===== src/rtl/decode_stage_buffered.sv =====
// rtl/decode_stage_buffered.sv - RV32I decode stage with DEPTH-entry elastic output buffer
// Optional macro DECODE_ILLEGAL_TRAP_EN flags unknown opcodes and bad OP funct7/funct3 combinations.
module decode_stage_buffered #(
    parameter int XLEN  = 32,
    parameter int ILEN  = 32,
    parameter int DEPTH = 2
) (
    input  logic            clk,
    input  logic            rst_n,
    input  logic            in_valid,
    output logic            in_ready,
    input  logic [ILEN-1:0] in_instr,
    input  logic [XLEN-1:0] in_pc,
    input  logic            flush,
    output logic [4:0]      rs1_addr,
    output logic [4:0]      rs2_addr,
    input  logic [XLEN-1:0] rs1_data,
    input  logic [XLEN-1:0] rs2_data,
    input  logic            ex_valid,
    input  logic            ex_is_load,
    input  logic [4:0]      ex_rd,
    output logic            out_valid,
    input  logic            out_ready,
    output logic [XLEN-1:0] out_pc,
    output logic [XLEN-1:0] out_imm,
    output logic [XLEN-1:0] out_reg_a,
    output logic [XLEN-1:0] out_reg_b,
    output logic [6:0]      out_opcode,
    output logic [2:0]      out_funct3,
    output logic [6:0]      out_funct7,
    output logic [4:0]      out_rd,
    output logic [4:0]      out_rs1,
    output logic [4:0]      out_rs2,
    output logic            out_illegal
);

    localparam int PW = (DEPTH > 1) ? $clog2(DEPTH) : 1;
    localparam int CW = $clog2(DEPTH + 1);

    localparam logic [6:0] OPC_OP     = 7'b0110011;
    localparam logic [6:0] OPC_OP_IMM = 7'b0010011;
    localparam logic [6:0] OPC_LOAD   = 7'b0000011;
    localparam logic [6:0] OPC_JALR   = 7'b1100111;
    localparam logic [6:0] OPC_STORE  = 7'b0100011;
    localparam logic [6:0] OPC_BRANCH = 7'b1100011;
    localparam logic [6:0] OPC_LUI    = 7'b0110111;
    localparam logic [6:0] OPC_AUIPC  = 7'b0010111;
    localparam logic [6:0] OPC_JAL    = 7'b1101111;

    typedef struct packed {
        logic [XLEN-1:0] pc;
        logic [XLEN-1:0] imm;
        logic [XLEN-1:0] reg_a;
        logic [XLEN-1:0] reg_b;
        logic [6:0]      opcode;
        logic [2:0]      funct3;
        logic [6:0]      funct7;
        logic [4:0]      rd;
        logic [4:0]      rs1;
        logic [4:0]      rs2;
        logic            illegal;
    } entry_t;

    entry_t          dec;
    logic            use_rs1;
    logic            use_rs2;
    logic            hazard;
    logic            push;
    logic            pop;
    logic [PW-1:0]   wr_ptr;
    logic [PW-1:0]   rd_ptr;
    logic [CW-1:0]   count;
    entry_t          mem [0:(1<<PW)-1];
    entry_t          head;

    always_comb begin
        dec        = '0;
        use_rs1    = 1'b0;
        use_rs2    = 1'b0;
        dec.pc     = in_pc;
        dec.opcode = in_instr[6:0];
        dec.reg_a  = rs1_data;
        dec.reg_b  = rs2_data;
        case (in_instr[6:0])
            OPC_OP: begin
                dec.rd     = in_instr[11:7];
                dec.rs1    = in_instr[19:15];
                dec.rs2    = in_instr[24:20];
                dec.funct3 = in_instr[14:12];
                dec.funct7 = in_instr[31:25];
                use_rs1    = 1'b1;
                use_rs2    = 1'b1;
`ifdef DECODE_ILLEGAL_TRAP_EN
                // Only base-ISA funct7 values; 0x20 is meaningful for SUB and SRA alone.
                dec.illegal = ((in_instr[31:25] != 7'h00) && (in_instr[31:25] != 7'h20)) ||
                              ((in_instr[31:25] == 7'h20) && (in_instr[14:12] != 3'b000) &&
                               (in_instr[14:12] != 3'b101));
`endif
            end
            OPC_OP_IMM, OPC_LOAD, OPC_JALR: begin
                dec.rd     = in_instr[11:7];
                dec.rs1    = in_instr[19:15];
                dec.funct3 = in_instr[14:12];
                dec.imm    = {{(XLEN-12){in_instr[31]}}, in_instr[31:20]};
                use_rs1    = 1'b1;
            end
            OPC_STORE: begin
                dec.rs1    = in_instr[19:15];
                dec.rs2    = in_instr[24:20];
                dec.funct3 = in_instr[14:12];
                dec.imm    = {{(XLEN-12){in_instr[31]}}, in_instr[31:25], in_instr[11:7]};
                use_rs1    = 1'b1;
                use_rs2    = 1'b1;
            end
            OPC_BRANCH: begin
                dec.rs1    = in_instr[19:15];
                dec.rs2    = in_instr[24:20];
                dec.funct3 = in_instr[14:12];
                dec.imm    = {{(XLEN-13){in_instr[31]}}, in_instr[31], in_instr[7],
                              in_instr[30:25], in_instr[11:8], 1'b0};
                use_rs1    = 1'b1;
                use_rs2    = 1'b1;
            end
            OPC_LUI, OPC_AUIPC: begin
                dec.rd         = in_instr[11:7];
                dec.imm[31:12] = in_instr[31:12];
            end
            OPC_JAL: begin
                dec.rd  = in_instr[11:7];
                dec.imm = {{(XLEN-21){in_instr[31]}}, in_instr[31], in_instr[19:12],
                           in_instr[20], in_instr[30:21], 1'b0};
            end
            default: begin
                // Unknown opcode: only pc and opcode survive so execute sees a clean bundle.
                dec.reg_a = '0;
                dec.reg_b = '0;
`ifdef DECODE_ILLEGAL_TRAP_EN
                dec.illegal = 1'b1;
`endif
            end
        endcase
    end

    assign rs1_addr = dec.rs1;
    assign rs2_addr = dec.rs2;

    assign hazard = ex_valid && ex_is_load && (ex_rd != 5'd0) &&
                    ((use_rs1 && (ex_rd == dec.rs1)) || (use_rs2 && (ex_rd == dec.rs2)));

    assign out_valid = (count != '0);
    assign in_ready  = (count < CW'(DEPTH)) && !hazard && !flush;
    assign push      = in_valid && in_ready;
    assign pop       = out_valid && out_ready;

    function automatic logic [PW-1:0] ptr_next(input logic [PW-1:0] p);
        return (p == PW'(DEPTH - 1)) ? '0 : p + 1'b1;
    endfunction

    always_ff @(posedge clk or negedge rst_n) begin
        if (!rst_n) begin
            wr_ptr <= '0;
            rd_ptr <= '0;
            count  <= '0;
        end else if (flush) begin
            wr_ptr <= '0;
            rd_ptr <= '0;
            count  <= '0;
        end else begin
            if (push) begin
                wr_ptr <= ptr_next(wr_ptr);
            end
            if (pop) begin
                rd_ptr <= ptr_next(rd_ptr);
            end
            count <= count + CW'(push) - CW'(pop);
        end
    end

    // Storage needs no reset: count gates every read of it.
    always_ff @(posedge clk) begin
        if (push) begin
            mem[wr_ptr] <= dec;
        end
    end

    assign head = out_valid ? mem[rd_ptr] : '0;

    assign out_pc      = head.pc;
    assign out_imm     = head.imm;
    assign out_reg_a   = head.reg_a;
    assign out_reg_b   = head.reg_b;
    assign out_opcode  = head.opcode;
    assign out_funct3  = head.funct3;
    assign out_funct7  = head.funct7;
    assign out_rd      = head.rd;
    assign out_rs1     = head.rs1;
    assign out_rs2     = head.rs2;
    assign out_illegal = head.illegal;

endmodule


===== config.mk =====
export PLATFORM = sky130hd
export DESIGN_NAME = decode_stage_buffered
export DESIGN_NICKNAME = d
export VERILOG_FILES = /design/src/rtl/decode_stage_buffered.sv
export SDC_FILE = /design/constraint.sdc
export NUM_CORES = 1
export LEC_CHECK = 0
export BUFFER_PORTS_ARGS = -buffer_cell sky130_fd_sc_hd__buf_2
export CAP_MARGIN = 20
export CORE_MARGIN = 8
export CORE_UTILIZATION = 45
export CTS_BUF_LIST = sky130_fd_sc_hd__clkbuf_8
export CTS_CLUSTER_DIAMETER = 200
export DETAILED_ROUTE_END_ITERATION = 7
export HOLD_SLACK_MARGIN = 0.15
export PLACE_DENSITY_LB_ADDON = 0.12
export REMOVE_ABC_BUFFERS = 1
export SLEW_MARGIN = 20
export SYNTH_ARGS = -nofsm -noshare
export SYNTH_HDL_FRONTEND = slang
export SYNTH_SLANG_ARGS = --single-unit

===== constraint.sdc =====
create_clock -name clk -period 9.1 [get_ports clk]
set_clock_uncertainty 0.1 [all_clocks]
set_input_delay 1.82 -clock clk [delete_from_list [all_inputs] [get_ports clk]]
set_output_delay 1.82 -clock clk [all_outputs]
set_load 0.005 [all_outputs]

==> metrics.txt <==
Core Area 29,600 sq um; CTS tree done; most frequent CP cell buf_4; Fin. Hold Viols 0; postcts setup bufs 0; count of cell types in the netlist 42; Worst Tran Pin Value 1.05 ns; Chip Height 189 microns; Synth top area share 71.1%; routed vias/inst 4.97; Avg Inst Size Synth 14.9 sq um; post-synth top area cell edfxtp_1; most frequent cells in the layout 320 x edfxtp_1, 311 x buf_2, 168 x nor2_1; post-CTS sizing 0; Worst setup EP type output port; IO buf count 311; post-DP HPWL 20.4 mm; PwrDens 242 nW/um^2; worst hold slack 0.506 ns; initial antenna violation count 3; Post-CTS Hold Fix Bufs 0; DIE AREA 35,900 sq um; Setup CP Type reg2out; fin cells 1,650; delay of the slowest critical-path stage 0.78 ns; clk sinks 324; most common cell after layout, fill and taps aside edfxtp_1; clock period minus worst slack 5.33 ns; Setup Total Neg Slack 0 ns; Syn Std Cell Area 13,500 sq um; Worst slew margin 29.5%; effective utilization at floorplan 45.6%; delay-heaviest family, CP buffers and inverters; final wirelength 31.6 mm; WP data required 7.18 ns; NumNets Final 1,363; global-route wire length before repair 47.9 mm; Initial DRT Pass Iterations 4; I/O pins 313; wire per inst 19.1 microns; Cell Chain, Critical Path nor2_4 -> buf_4 -> buf_4 -> nor2_1 -> buf_2; fmax 0.188 GHz; GRT Overall Usage 16.9%; H-tree levels 2; largest net degree at the start of global routing 114; Final Wtd Congestion 0.776; final period utilization 58.5%; Layout area overhead 20.6%; Horiz. Die Dim 189 microns; Post-Place Cells 1,557; CTS buffer count 52; yosys warns 0; CP max stage cell buf_4; area of the multi-input gates 3530 sq um; Seq/Total Area, Yosys 71.8%; vias in the first global route 8,634; Leakage 6.51 nW; Rows 63; unrepaired setup endpoints after global routing no; later-pin clock latency in the skew report 0.55 ns; root buffer cell clkbuf_8; initial DRC count 467; synthesized flop and latch total 324; final design utilization 55.0%; startpoint types flip-flop; status finished clean; DRC Markers 0; synth top area cells edfxtp_1 71%, mux2i_1 12%, nor2_1 4.7%; Critical Path Fanout Max 74; clock transition at the registers of the reported paths 0.06 ns; Slew Viols, Final 0; max cap viols 0; via count 8,204; Crit path arrival time 3.41 ns; Hold WC Path Type reg2reg; # setup viols final 0; Buf/Inv on CP 3; Reg area 9710 sq um; Bufs on Longest Clock Path 3; Layout fillers 2,583; Power, Total 3.94 mW; Peak VDD IR 0.000164 V; grt total ovfl 0; Syn Inst Count 906; antenna-violating nets left 0; layout cells sized above 1 31.3%
==> stage by stage <==
step           area, sq um  worst slack [ns]
2_1_floorplan        13200              1.55
3_3_place_gp         15400              3.94
3_5_place_dp         15400              3.91
4_1_cts              16300              3.72
5_1_grt              16300              3.57
6_report             16300              3.77
==> worst paths after layout <==
path	depth (start not counted)	slack, ns	endpoint	start
setup reg to reg	4	6.38	mem[1][156]	count[1]
hold / removal	2	0.51	wr_ptr	wr_ptr
min in group asynchronous	1	0.97	count[1]	rst_n
hold reg to reg	2	0.51	wr_ptr	wr_ptr
max in group asynchronous	1	7.78	rd_ptr	rst_n
setup / recovery	5	3.77	out_funct7[5]	count[1]
==> tightest hold or removal path, delay by kind of cell, from the launching register on <==
family          cells  cell delay (ns)
buf+inv             1             0.07
compound gates      1             0.16
flops               1             0.34
==> power by group <==
| part | switching (mW) | internal (mW) | total (mW) | leakage, nW |
|---|---|---|---|---|
| combinational | 0.604 | 0.422 | 1.03 | 2.90 |
| sequential | 0.0631 | 1.76 | 1.82 | 3.05 |
| clock | 0.531 | 0.562 | 1.09 | 0.553 |
| total | 1.20 | 2.74 | 3.94 | 6.51 |
==> cells in the mapped netlist <==
| cell | instances |
|---|---|
| a22oi_1 | 1 |
| and3_2 | 1 |
| xnor2_1 | 7 |
| or4_1 | 1 |
| nor2_1 | 169 |
| a21oi_1 | 6 |
| and2b_2 | 1 |
| and4b_2 | 1 |
| buf_1 | 6 |
| buf_4 | 12 |
| nand2_1 | 8 |
| nor3_1 | 3 |
| buf_2 | 10 |
| mux2i_1 | 160 |
| nand3_1 | 2 |
| a21boi_0 | 1 |
| and3_1 | 2 |
| a22o_1 | 5 |
| o21bai_1 | 1 |
| and4_1 | 1 |
| o21ai_0 | 5 |
| o21a_1 | 3 |
| a21o_1 | 20 |
| o21ai_2 | 1 |
| conb_1 | 1 |
| a311oi_1 | 1 |
| or4_4 | 1 |
| inv_1 | 5 |
| ha_1 | 2 |
| o2111ai_1 | 1 |
| xor2_1 | 6 |
| buf_6 | 1 |
| edfxtp_1 | 320 |
| and4_4 | 1 |
| and3b_1 | 1 |
| and3b_2 | 1 |
| dfrtp_1 | 4 |
| and2_2 | 1 |
| clkbuf_1 | 29 |
| nor2b_1 | 3 |
| and2_1 | 100 |
| or3_2 | 1 |
==> state kept, by name, indices dropped and copies added, names as in the netlist <==
| register | count |
|---|---|
| mem | 320 |
| rd_ptr | 1 |
| count | 2 |
| wr_ptr | 1 |
==> cells by family after synthesis <==
kind of cell | after synthesis | synth area share (%)
other | 1 | 0.0277
buffers and inverters | 63 | 2.23
AND/OR/NAND/NOR | 298 | 10.7
adder cells (fa/ha/maj) | 2 | 0.185
flip-flops | 324 | 71.8
XOR/XNOR | 13 | 0.842
multiplexers | 160 | 11.8
AO/OA/AOI/OAI | 45 | 2.37
==> final cells by class <==
cell class                      instances  share of cell area, %
Sequential cell                       324                   59.6
Multi-Input combinational cell        519                   21.7
Timing Repair Buffer                  319                   9.99
Clock buffer                           56                   4.73
Tap cell                              390                   2.99
Clock inverter                         35                  0.867
Inverter                                5                  0.115
Antenna cell                            2                 0.0307
==> routing by layer <==
metal  vias to the layer above  share of wire (%)  global-route usage [%]
li1                       3904                  -                       -
met1                      3963                 43                    22.0
met2                       285                 48                    27.6
met3                        50                7.4                    4.75
met4                         2                1.8                    4.48
met5                         -              0.041                       0
(Power assumes the default switching activity.)
